## src/rtl/aligner_pkg.sv

```systemverilog
`default_nettype none
// ============================================================================
// Package     : aligner_pkg
// Description : Shared types and constants for the 10-bit comma word aligner.
// Revision    : 1.0  initial release
// ============================================================================
package aligner_pkg;

    localparam int W = 10;

    // K28.5 comma prefixes (bits a..f plus leading g), bit0 = 'a'.
    localparam logic [6:0] COMMA_NEG = 7'h7C;
    localparam logic [6:0] COMMA_POS = 7'h03;

    typedef enum logic [1:0] {
        LOS  = 2'd0,
        ACQ  = 2'd1,
        SYNC = 2'd2
    } state_t;

endpackage
`default_nettype wire

```

## src/rtl/comma_detect_10b.sv

```systemverilog
`default_nettype none
// ============================================================================
// Module      : comma_detect_10b
// Description : Combinational K28.5 comma search over a 20-bit window.
//               Ten parallel 7-bit compares; the lowest matching offset wins.
// Revision    : 1.0  initial release
// ============================================================================
module comma_detect_10b
    import aligner_pkg::*;
(
    input  logic [2*W-1:0] i_window,
    output logic           o_hit,
    output logic [3:0]     o_offset
);

    logic [W-1:0] w_match;
    logic         w_unused;

    // One comparator per candidate offset, matching either disparity.
    for (genvar k = 0; k < W; k++) begin : g_cmp
        assign w_match[k] = (i_window[k +: 7] == COMMA_NEG) ||
                            (i_window[k +: 7] == COMMA_POS);
    end

    // The top window bits never start a comma at offsets 0..9.
    assign w_unused = ^i_window[2*W-1:W+6];

    // Priority encode: scanning downwards leaves the lowest hit index.
    always_comb begin
        o_hit    = |w_match;
        o_offset = 4'd0;
        for (int i = W - 1; i >= 0; i--) begin
            if (w_match[i]) begin
                o_offset = 4'(i);
            end
        end
    end

endmodule
`default_nettype wire

```

## src/rtl/word_aligner_10b.sv

```systemverilog
`default_nettype none
// ============================================================================
// Module      : word_aligner_10b
// Description : Bit-level K28.5 comma aligner with LOS/ACQ/SYNC lock FSM.
//               Barrel-shifts the raw deserialiser stream onto the code-group
//               boundary and drops lock on decoder-reported errors.
//               Optional macro ALIGNER_STATS_EN adds a saturating los_count.
// Revision    : 1.0  initial release
// ============================================================================
module word_aligner_10b
    import aligner_pkg::*;
#(
    parameter int ACQ_COMMAS = 3,
    parameter int ERR_LIMIT  = 4,
    parameter int GOOD_RUN   = 4
) (
    input  logic         clk,
    input  logic         reset,
    input  logic [W-1:0] rx_data,
    input  logic         rx_valid,
    input  logic         dec_err,
    output logic [W-1:0] aligned_data,
    output logic         aligned_valid,
    output logic         sync_status,
    output logic [3:0]   align_pos
`ifdef ALIGNER_STATS_EN
    ,
    output logic [15:0]  los_count
`endif
);

    localparam int CW_CNT = $clog2(ACQ_COMMAS + 1);
    localparam int CW_ERR = $clog2(ERR_LIMIT + 1);
    localparam int CW_GD  = $clog2(GOOD_RUN + 1);

    localparam logic [CW_CNT-1:0] C_ACQ_COMMAS = CW_CNT'(ACQ_COMMAS);
    localparam logic [CW_ERR-1:0] C_ERR_LIMIT  = CW_ERR'(ERR_LIMIT);
    localparam logic [CW_GD-1:0]  C_GOOD_RUN   = CW_GD'(GOOD_RUN);

    state_t              r_state;
    state_t              w_state_next;
    logic [W-1:0]        r_prev;
    logic [3:0]          r_pos;
    logic [3:0]          w_pos_next;
    logic [CW_CNT-1:0]   r_comma_cnt;
    logic [CW_CNT-1:0]   w_comma_next;
    logic [CW_CNT-1:0]   w_comma_inc;
    logic [CW_ERR-1:0]   r_err_cnt;
    logic [CW_ERR-1:0]   w_err_next;
    logic [CW_ERR-1:0]   w_err_inc;
    logic [CW_GD-1:0]    r_good_cnt;
    logic [CW_GD-1:0]    w_good_next;
    logic [CW_GD-1:0]    w_good_inc;
    logic                w_event;
    logic [2*W-1:0]      w_window;
    logic                w_hit;
    logic [3:0]          w_off;
    logic [W-1:0]        w_aligned;
    logic [W-1:0]        r_aligned_data;
    logic                r_aligned_valid;
    logic                r_sync;

    // Older word sits in the low half so bit0 stays the earliest serial bit.
    assign w_window = {rx_data, r_prev};

    comma_detect_10b u_detect (
        .i_window (w_window),
        .o_hit    (w_hit),
        .o_offset (w_off)
    );

    // Saturating increments; the FSM never needs values past the limits.
    assign w_comma_inc = (r_comma_cnt == C_ACQ_COMMAS) ? r_comma_cnt : r_comma_cnt + 1'b1;
    assign w_err_inc   = (r_err_cnt   == C_ERR_LIMIT)  ? r_err_cnt   : r_err_cnt   + 1'b1;
    assign w_good_inc  = (r_good_cnt  == C_GOOD_RUN)   ? r_good_cnt  : r_good_cnt  + 1'b1;

    // Lock FSM next-state and counter updates; only dec_err acts on idle cycles.
    always_comb begin
        w_state_next = r_state;
        w_pos_next   = r_pos;
        w_comma_next = r_comma_cnt;
        w_err_next   = r_err_cnt;
        w_good_next  = r_good_cnt;
        w_event      = 1'b0;
        case (r_state)
            LOS: begin
                if (rx_valid && w_hit) begin
                    w_state_next = ACQ;
                    w_pos_next   = w_off;
                    w_comma_next = CW_CNT'(1);
                end
            end
            ACQ: begin
                if (rx_valid && w_hit) begin
                    if (w_off == r_pos) begin
                        w_comma_next = w_comma_inc;
                        if (w_comma_inc == C_ACQ_COMMAS) begin
                            w_state_next = SYNC;
                            w_err_next   = '0;
                            w_good_next  = '0;
                        end
                    end else begin
                        w_pos_next   = w_off;
                        w_comma_next = CW_CNT'(1);
                    end
                end
            end
            SYNC: begin
                w_event = dec_err || (rx_valid && w_hit && (w_off != r_pos));
                if (w_event) begin
                    w_err_next  = w_err_inc;
                    w_good_next = '0;
                    if (w_err_inc == C_ERR_LIMIT) begin
                        w_state_next = LOS;
                    end
                end else if (rx_valid) begin
                    if (w_good_inc == C_GOOD_RUN) begin
                        w_good_next = '0;
                        if (r_err_cnt != '0) begin
                            w_err_next = r_err_cnt - 1'b1;
                        end
                    end else begin
                        w_good_next = w_good_inc;
                    end
                end
            end
            default: begin
                w_state_next = LOS;
            end
        endcase
    end

    // Barrel shift uses the offset that will hold after this cycle.
    assign w_aligned = w_window[w_pos_next +: W];

    // State, counters, history word and registered outputs.
    always_ff @(posedge clk) begin
        if (reset) begin
            r_state         <= LOS;
            r_prev          <= '0;
            r_pos           <= '0;
            r_comma_cnt     <= '0;
            r_err_cnt       <= '0;
            r_good_cnt      <= '0;
            r_aligned_data  <= '0;
            r_aligned_valid <= 1'b0;
            r_sync          <= 1'b0;
        end else begin
            r_state     <= w_state_next;
            r_pos       <= w_pos_next;
            r_comma_cnt <= w_comma_next;
            r_err_cnt   <= w_err_next;
            r_good_cnt  <= w_good_next;
            if (rx_valid) begin
                r_prev         <= rx_data;
                r_aligned_data <= w_aligned;
            end
            r_aligned_valid <= rx_valid && (w_state_next != LOS);
            r_sync          <= (w_state_next == SYNC);
        end
    end

    assign aligned_data  = r_aligned_data;
    assign aligned_valid = r_aligned_valid;
    assign sync_status   = r_sync;
    assign align_pos     = r_pos;

`ifdef ALIGNER_STATS_EN
    logic [15:0] r_los_count;

    // Count SYNC->LOS drops, holding at all-ones.
    always_ff @(posedge clk) begin
        if (reset) begin
            r_los_count <= '0;
        end else if ((r_state == SYNC) && (w_state_next == LOS) &&
                     (r_los_count != 16'hFFFF)) begin
            r_los_count <= r_los_count + 16'd1;
        end
    end

    assign los_count = r_los_count;
`endif

endmodule
`default_nettype wire

```

## config.mk

```make
export PLATFORM = sky130hd
export DESIGN_NAME = word_aligner_10b
export DESIGN_NICKNAME = d
export VERILOG_FILES = /design/src/rtl/aligner_pkg.sv /design/src/rtl/comma_detect_10b.sv /design/src/rtl/word_aligner_10b.sv
export SDC_FILE = /design/constraint.sdc
export NUM_CORES = 1
export LEC_CHECK = 0
export ABC_AREA = 1
export BUFFER_PORTS_ARGS = -buffer_cell sky130_fd_sc_hd__buf_2
export CORE_MARGIN = 5
export CORE_UTILIZATION = 48
export DETAILED_ROUTE_END_ITERATION = 10
export GPL_ROUTABILITY_DRIVEN = 1
export PLACE_DENSITY = 0.65
export SLEW_MARGIN = 20
export SYNTH_ARGS = -nofsm -noshare
export SYNTH_HDL_FRONTEND = slang
export SYNTH_SLANG_ARGS = --single-unit
```

## constraint.sdc

```tcl
create_clock -name clk -period 4.6 [get_ports clk]
set_input_delay 0.23 -clock clk [delete_from_list [all_inputs] [get_ports clk]]
set_output_delay 0.23 -clock clk [all_outputs]
set_load 0.01 [all_outputs]
```

== Word level (Yosys, flattened, before mapping) ==
Cells that the tools add are included.
Cells by class
  $add $sub $neg: 4
  equal/unequal tests: 38
  shift-type cells: 1
  mux-type cells: 40
  reductions and logical operators: 23
Operator list (count)
  7-bit by 2-bit == test with 1-bit output (second input constant): 10
  7-bit == test (second input constant): 10
  4-bit two-way mux: 13
  3-bit two-way mux: 12
  2-bit two-way mux: 10
  20-bit by 5-bit variable part select with 10-bit output: 1
  3-bit == test (second input constant): 4
  3-bit one-hot mux with 2 select lines: 2
  1-bit logical OR: 11
  10-bit OR reduction: 1
  3-bit != test (second input constant): 3
  2-bit == test (second input constant): 4
  2-bit != test (second input constant): 4
  4-bit one-hot mux with 2 select lines: 1
  7-bit AND reduction: 1
  3-bit by 1-bit adder with 3-bit output (second input constant): 2
  2-bit one-hot mux with 3 select lines: 1
  2-bit nonzero test: 3
  5-bit AND reduction: 1
  4-bit == test: 1
  4-bit != test: 1
  2-bit one-hot mux with 2 select lines: 1
  1-bit logical AND: 3
  3-bit AND reduction: 1
  5 further kinds: 5
Word-level totals
  register bits after elaboration: 36
  input bits: 14
  output and inout bits: 16

== Logic depth before layout (Yosys ltp) ==
Gate-level depths: netlist of run 1.
  depth in word-level cells: 19
  gate-level depth with buffers: 24

== Hierarchy ==
A second synthesis of run 1 with hierarchy kept.
Unflattened totals
  cells, all modules: 524
  area, all modules: 3083.0 um2
By module, submodules not included
  word_aligner_10b: times used 1, cells an instance 427, area each 2626.3 um2
  comma_detect_10b: times used 1, cells an instance 97, area each 456.7 um2

== Worst setup path before layout of run 1 ==
No wires, ideal clock.
  path type: reg2reg
  from: reg r_prev[6]
  to: reg r_aligned_data[4], in the netlist aligned_data[4]
  data arrival time: 2.003 ns
  data required time: 4.491 ns
  setup slack: 2.488 ns
  cell stages (with the launch flop): 22
  clock period less this slack: 2.112 ns
  path through: dfxtp_1 -> buf_4 -> inv_1 -> nand3_1 -> nor2_1 -> nor2_1 -> nand2_1 -> nor2_2 -> nand3_2 -> nand3_4 -> inv_4 -> nand2_4 -> nand2_4 -> buf_6 -> nand2_1 -> nand2_1 -> nand2_1 -> nand3_1 -> nand3_1 -> nand3_1 -> nand2_1 -> inv_1
On the way
  cells in the longest elaborated chain, start to end: 14
  elaborated cells on any way between the ends: 36
  those cells by class: 15 x eq/ne; 1 x shift; 11 x mux; 9 x reduce/logical
Ends and longest elaborated chain
  start: declaration: RTL line word_aligner_10b.sv:42  | logic [W-1:0] r_prev;
  start signal: assignment: RTL line word_aligner_10b.sv:155  | r_prev <= rx_data;
  7-bit == test or 7-bit by 2-bit == test with 1-bit output (tied branches): RTL line comma_detect_10b.sv:21, comma_detect_10b.sv:22
  1-bit logical OR: RTL line comma_detect_10b.sv:21  | assign w_match[k] = (i_window[k +: 7] == COMMA_NEG) ||
  4-bit two-way mux (7 in series): RTL line comma_detect_10b.sv:33  | if (w_match[i]) begin
  4-bit == test: RTL line word_aligner_10b.sv:95  | if (w_off == r_pos) begin
  4-bit two-way mux: RTL line word_aligner_10b.sv:95
  4-bit two-way mux: RTL line word_aligner_10b.sv:94  | if (rx_valid && w_hit) begin
  4-bit one-hot mux with 2 select lines: RTL line word_aligner_10b.sv:85  | case (r_state)
  20-bit by 5-bit variable part select with 10-bit output *: RTL line word_aligner_10b.sv:134  | assign w_aligned = w_window[w_pos_next +: W];
  end signal: assignment: RTL line word_aligner_10b.sv:156  | r_aligned_data <= w_aligned;
  end: declaration: RTL line word_aligner_10b.sv:59  | logic [W-1:0] r_aligned_data;
Mark *: on every way between the ends. The rest lies on a longest branch, timed or not.
A chain may end at the register's enable or synchronous reset.

== Worst setup path in the final report of run 1 ==
  from: reg r_prev[6]
  to: reg r_aligned_data[0], in the netlist aligned_data[0]
The elaborated chain is that of the path after synthesis.

==> results.toml, run 1 <==
[run_status]
status = "finished, final reports clean"

[clock_network]
cts_sinks = 36
cts_resized = 0
cts_made_buffers = 5
clk_latency_ns = 0.29
clockBufferDepth = 2
cts.htree.levels = 2
cts_setup_buffers = 0
clk_pin_slew_ns = 0.07
cts-root-buf = "clkbuf_8"
ctsHoldBuffers = 0
cts_tree = "done"

[power_and_ir_drop]
vdd_drop_max_v = 0.000162
power.density_nw_per_um2 = 260
sequentialPowerShare_pct = 41.6
p_leak_nw = 1.64
p_total_w = 0.000852
switchingPower_w = 0.000312
power_frac_comb_pct = 31.0
clock_power_share_pct = 27.4
swShare_pct = 36.6
internal-power_w = 0.000540

[critical_path]
cp-end-kind = "flop"
crit_required_ns = 4.79
critPathKind = "reg2reg"
worstPathArrival_ns = 3.22
path_max_fanout = 25
cp-start-kind = "flop"
r2r_start = "r_prev[6]$_SDFFE_PP0P_"
startpoint = "r_prev[6]$_SDFFE_PP0P_"

[grt]
grt.total_usage_pct = 20.6
overflow = 0
grt_pass1_wl_mm = 14.2
grt_max_degree = 37
antenna_found_initial = 0
grt_pass1_vias = 3196

[synthesis]
postSynthCellCount = 534
synth.mux.area_fraction_pct = 0
synth.yosys.seq_area_share_pct = 23.2
syn_area_per_cell_sq_um = 5.81
yosys_warnings = 0
synth-simple-area-share_pct = 50.1
synth_top_family_by_area = "simple AND/OR/NAND/NOR gates"
ys_top_cells_by_area = "dfxtp_1 (23%), nand2_1 (17%), nand3_1 (16%)"
ys_seq_elements = 36
synth-xor-area-share_pct = 1.69
synth_adder_area_share_pct = 2.02
synthDistinctLibCells = 34
synth_top_area_cell = "dfxtp_1"
syn_area_sq_um = 3100
synth_compound_area_share_pct = 9.88
synth_top_area_share_pct = 23.2
syn_nets = 553

[placement]
hpwlAfterDp_mm = 6.18
gp_congestion = 0.967
port_buffers = 29
dp.cells = 618

[sta]
final.period_utilization_pct = 65.9
max_slew.worst_pin.slew_ns = 0.644
max_freq_ghz = 0.330
setup_viol = 0
setup_tns_ns = 0
hold_violations = 0
rsz0062_at_grt = "no"
max_slew_margin_pct = 57.1
period_minus_slack_ns = 3.03
drv_slew = 0
clock_skew_ns = 0.00791
fin_hold_ws_ns = 0.239

[layout]
layout.cells.non_filler = 626
drive_gt1_share_pct = 12.9
mostFrequentLayoutCells = "nand2_1 (140), nand3_1 (100), nor2_1 (76), inv_1 (53), dfxtp_1 (36)"
fin_nets = 567
layout_commonest_cell = "nand2_1"
syn2layout_area_growth_pct = 5.40
fin_util_pct = 51.8
antennaDiodeCount = 0

[floorplan]
die_height_um = 90.4
die_w_um = 90.4
die_area_sq_um = 8180
io_pins = 30
start_util_pct = 49.2
rows = 29
core-area_sq_um = 6310

[drt]
top_layer = "met4"
finalWirelength_mm = 8.39
avgRoutedWirePerCell_um = 13.4
drtIter0Drc = 300
via_per_inst = 5.50
wl_met3_um = 692
wl_met1_mm = 3.63
vias = 3444
drtAntennaViolNets = 0
remaining_drc_errors = 0
dr.pass1.iters = 6
dr_wl_met2_mm = 3.84

[run]
drv_cap = 0

[hold_path]
min_from = "rx_data[7]"
min_path_type = "in2reg"
## final cells by class
class | instances | area, sq um
Fill cell | 695 | 3040
Multi-Input combinational cell | 413 | 1980
Sequential cell | 36 | 721
Inverter | 63 | 244
Timing Repair Buffer | 29 | 145
Tap cell | 77 | 96.3
Clock buffer | 8 | 90.1
## critical path: stages, from the launching register on
cell and delay (ns):
dfxtp_1 0.61, nor2_1 0.15, nand2_1 0.11, nor2_1 0.05, nor2_1 0.17, nand2_1 0.09
nor2_2 0.17, nand3_2 0.14, nand3_4 0.14, nand2_2 0.19, nand2_4 0.29, inv_2 0.13
nand2_1 0.11, nand2_1 0.07, nand2_1 0.08, nand3_1 0.11, nand3_1 0.11, nand3_1 0.08
nand2_1 0.08, inv_1 0.03
## cells by family after synthesis
group,after synthesis
and+or+nand+nor,349
buffers and inverters,85
AOI/OAI and AO/OA,53
DFF,36
xor gates and xnor gates,6
adders and majority gates,5
## cell usage after synthesis, drive strengths merged
cell     count
dfxtp       36
clkbuf       6
o2111ai      1
buf         16
nand2      152
nand4        5
inv         62
o21ai       19
nand3b       3
o21a         1
o211ai       2
nor2        84
xnor2        2
nand3      103
clkinv       1
ha           5
xor2         4
o221ai       1
a21oi       29
nor3         2
## worst paths after layout
kind | to | slack, ns | depth (start not counted)
setup / recovery | aligned_data[0]$_SDFFE_PP0P_ | 1.57 | 19
hold / removal | r_prev[7]$_SDFFE_PP0P_ | 0.24 | 3
setup reg to reg | aligned_data[0]$_SDFFE_PP0P_ | 1.57 | 19
hold reg to reg | aligned_data[3]$_SDFFE_PP0P_ | 0.47 | 2
## state kept, by name, summed over array words and instances (netlist names)
register       count
r_comma_cnt        2
sync_status        1
align_pos          4
aligned_data      10
r_prev            10
aligned_valid      1
r_state            2
r_err_cnt          3
r_good_cnt         3
## power by group through the flow
| stage | combinational (W) | sequential, W | clock, W |
|---|---|---|---|
| global placement | 0.000260 | 0.000361 | 0 |
| finish | 0.000264 | 0.000354 | 0.000234 |
| global route | 0.000299 | 0.000357 | 0.000255 |
| floorplan | 0.000211 | 0.000355 | 0 |
| CTS | 0.000261 | 0.000353 | 0.000241 |
| detailed placement | 0.000260 | 0.000360 | 0 |
## per-stage QoR
step / setup slack (ns) / cell area (sq um)
floorplan: 2.49 / 3100
global placement: 1.58 / 3180
detailed placement: 1.63 / 3180
CTS: 1.60 / 3270
global route: 1.24 / 3270
finish: 1.57 / 3270
## routing by layer
layer  global-route usage, %  vias up
met5                       0        -
met1                    27.0     1513
met2                    32.7      169
met4                    9.18        0
met3                    3.83       27
li1                        -     1735
(Power assumes the default switching activity.)
==> run 2, diff against run 1 <==
==> constraint.sdc (replaced) <==
create_clock -name clk -period 2.8 [get_ports clk]
set_input_delay 0.14 -clock clk [delete_from_list [all_inputs] [get_ports clk]]
set_output_delay 0.14 -clock clk [all_outputs]
set_load 0.01 [all_outputs]
==> results.toml, run 2 (synthesis results as in run 1) <==
[run_status]
status = "finished, final reports clean"

[drt]
avgRoutedWirePerCell_um = 13.7
via_per_inst = 5.46
drtAntennaViolNets = 0
vias = 3454
finalWirelength_mm = 8.65
remaining_drc_errors = 0
drtIter0Drc = 255
dr.pass1.iters = 6

[layout]
fin_util_pct = 53.3
layout_commonest_cell = "nand2_1"
layout.cells.non_filler = 633
fin_nets = 574
syn2layout_area_growth_pct = 8.46
drive_gt1_share_pct = 15.8
mostFrequentLayoutCells = "nand2_1 (140), nand3_1 (100), nor2_1 (75), inv_1 (53)"
antennaDiodeCount = 0

[clock_network]
cts_resized = 0
cts_setup_buffers = 0
clk_pin_slew_ns = 0.07
clk_latency_ns = 0.29
cts-root-buf = "clkbuf_8"
clockBufferDepth = 2
cts_made_buffers = 5
cts_sinks = 36
cts.htree.levels = 2
cts_tree = "done"
ctsHoldBuffers = 0

[sta]
max_slew_margin_pct = 64.7
rsz0062_at_grt = "no"
drv_slew = 0
setup_tns_ns = 0
max_slew.worst_pin.slew_ns = 0.529
worst_slack_ns = 0.258
clock_skew_ns = 0.00413
setup_viol = 0
period_minus_slack_ns = 2.54
hold_violations = 0
final.period_utilization_pct = 90.8
max_freq_ghz = 0.393

[power_and_ir_drop]
p_total_w = 0.00143
power.density_nw_per_um2 = 425
p_leak_nw = 1.69
vdd_drop_max_v = 0.000267

[grt]
overflow = 0
antenna_found_initial = 0
grt_max_degree = 35
grt_pass1_wl_mm = 14.5
grt.total_usage_pct = 21.0
grt_pass1_vias = 3204

[critical_path]
critPathKind = "reg2reg"
cp-end-kind = "flop"
critPathMaxStageDelay_ns = 0.45
worstPathArrival_ns = 2.74
cp-start-kind = "flop"
crit_slowest_cell = "dfxtp_2"
cpLargestDelayFamily = "simple AND/OR/NAND/NOR gates"
path_max_fanout = 25
path_cells = "inv_1 > nand2_1 > nor2_1 > nor2_1 > nand2_1 > nor2_4 > nand3_2 > nand3_4 > inv_4 > nand2_4 > nand2_8 > inv_2 > nand2_1 > nand3_1 > nand3_1 > nand3_1 > nand3_1 > nand2_1 > inv_1"
crit_required_ns = 3.00
cp_num_buf_inv = 4

[floorplan]
io_pins = 30
rows = 29
core-area_sq_um = 6310
start_util_pct = 49.2
die_w_um = 90.4
die_height_um = 90.4
die_area_sq_um = 8180

[placement]
dp.cells = 625
gp_congestion = 0.979
dp_slack_ns = 0.0594
hpwlAfterDp_mm = 6.64
port_buffers = 29

[hold_path]
min_path_type = "in2reg"

[run]
drv_cap = 0
## run 2: report_power, final
part / internal (W) / total [W] / switching (W)
sequential: 0.000546 / 0.000584 / 0.0000377
clock: 0.000201 / 0.000393 / 0.000192
combinational: 0.000158 / 0.000453 / 0.000295
total: 0.000905 / 0.00143 / 0.000525
## run 2: worst paths after layout
check / from / endpoint / slack [ns] / depth (start not counted)
min: rx_data[6] / r_prev[6]$_SDFFE_PP0P_ / 0.14 / 3
max reg2reg: r_prev[8]$_SDFFE_PP0P_ / aligned_data[0]$_SDFFE_PP0P_ / 0.26 / 19
min reg2reg: aligned_data[3]$_SDFFE_PP0P_ / aligned_data[3]$_SDFFE_PP0P_ / 0.47 / 2
max: r_prev[8]$_SDFFE_PP0P_ / aligned_data[0]$_SDFFE_PP0P_ / 0.26 / 19
## run 2: tightest hold or removal path: stages
cell,delay [ns]
buf_2,0.11
inv_1,0.07
a21oi_1,0.07
## run 2: through the flow
step	hold slack [ns]	instance area, sq um
floorplan	0.275	3100
global placement	0.436	3250
detailed placement	0.438	3250
CTS	0.135	3340
global route	0.147	3370
finish	0.135	3370
## run 2: final cells by class
type                            count  area (sq um)
Sequential cell                    36           734
Fill cell                         692          2950
Tap cell                           77          96.3
Inverter                           63           244
Multi-Input combinational cell    413          1990
Timing Repair Buffer               36           210
Clock buffer                        8          90.1
## run 2: layer usage
layer	share of wire, %	global-route usage, %	vias up	wire length [um]
met1	47	27.9	1568	4030
met3	5.9	3.58	16	512
li1	-	-	1755	-
met4	1.5	5.33	0	131
met2	46	35.0	115	3970
met5	0	0	-	0
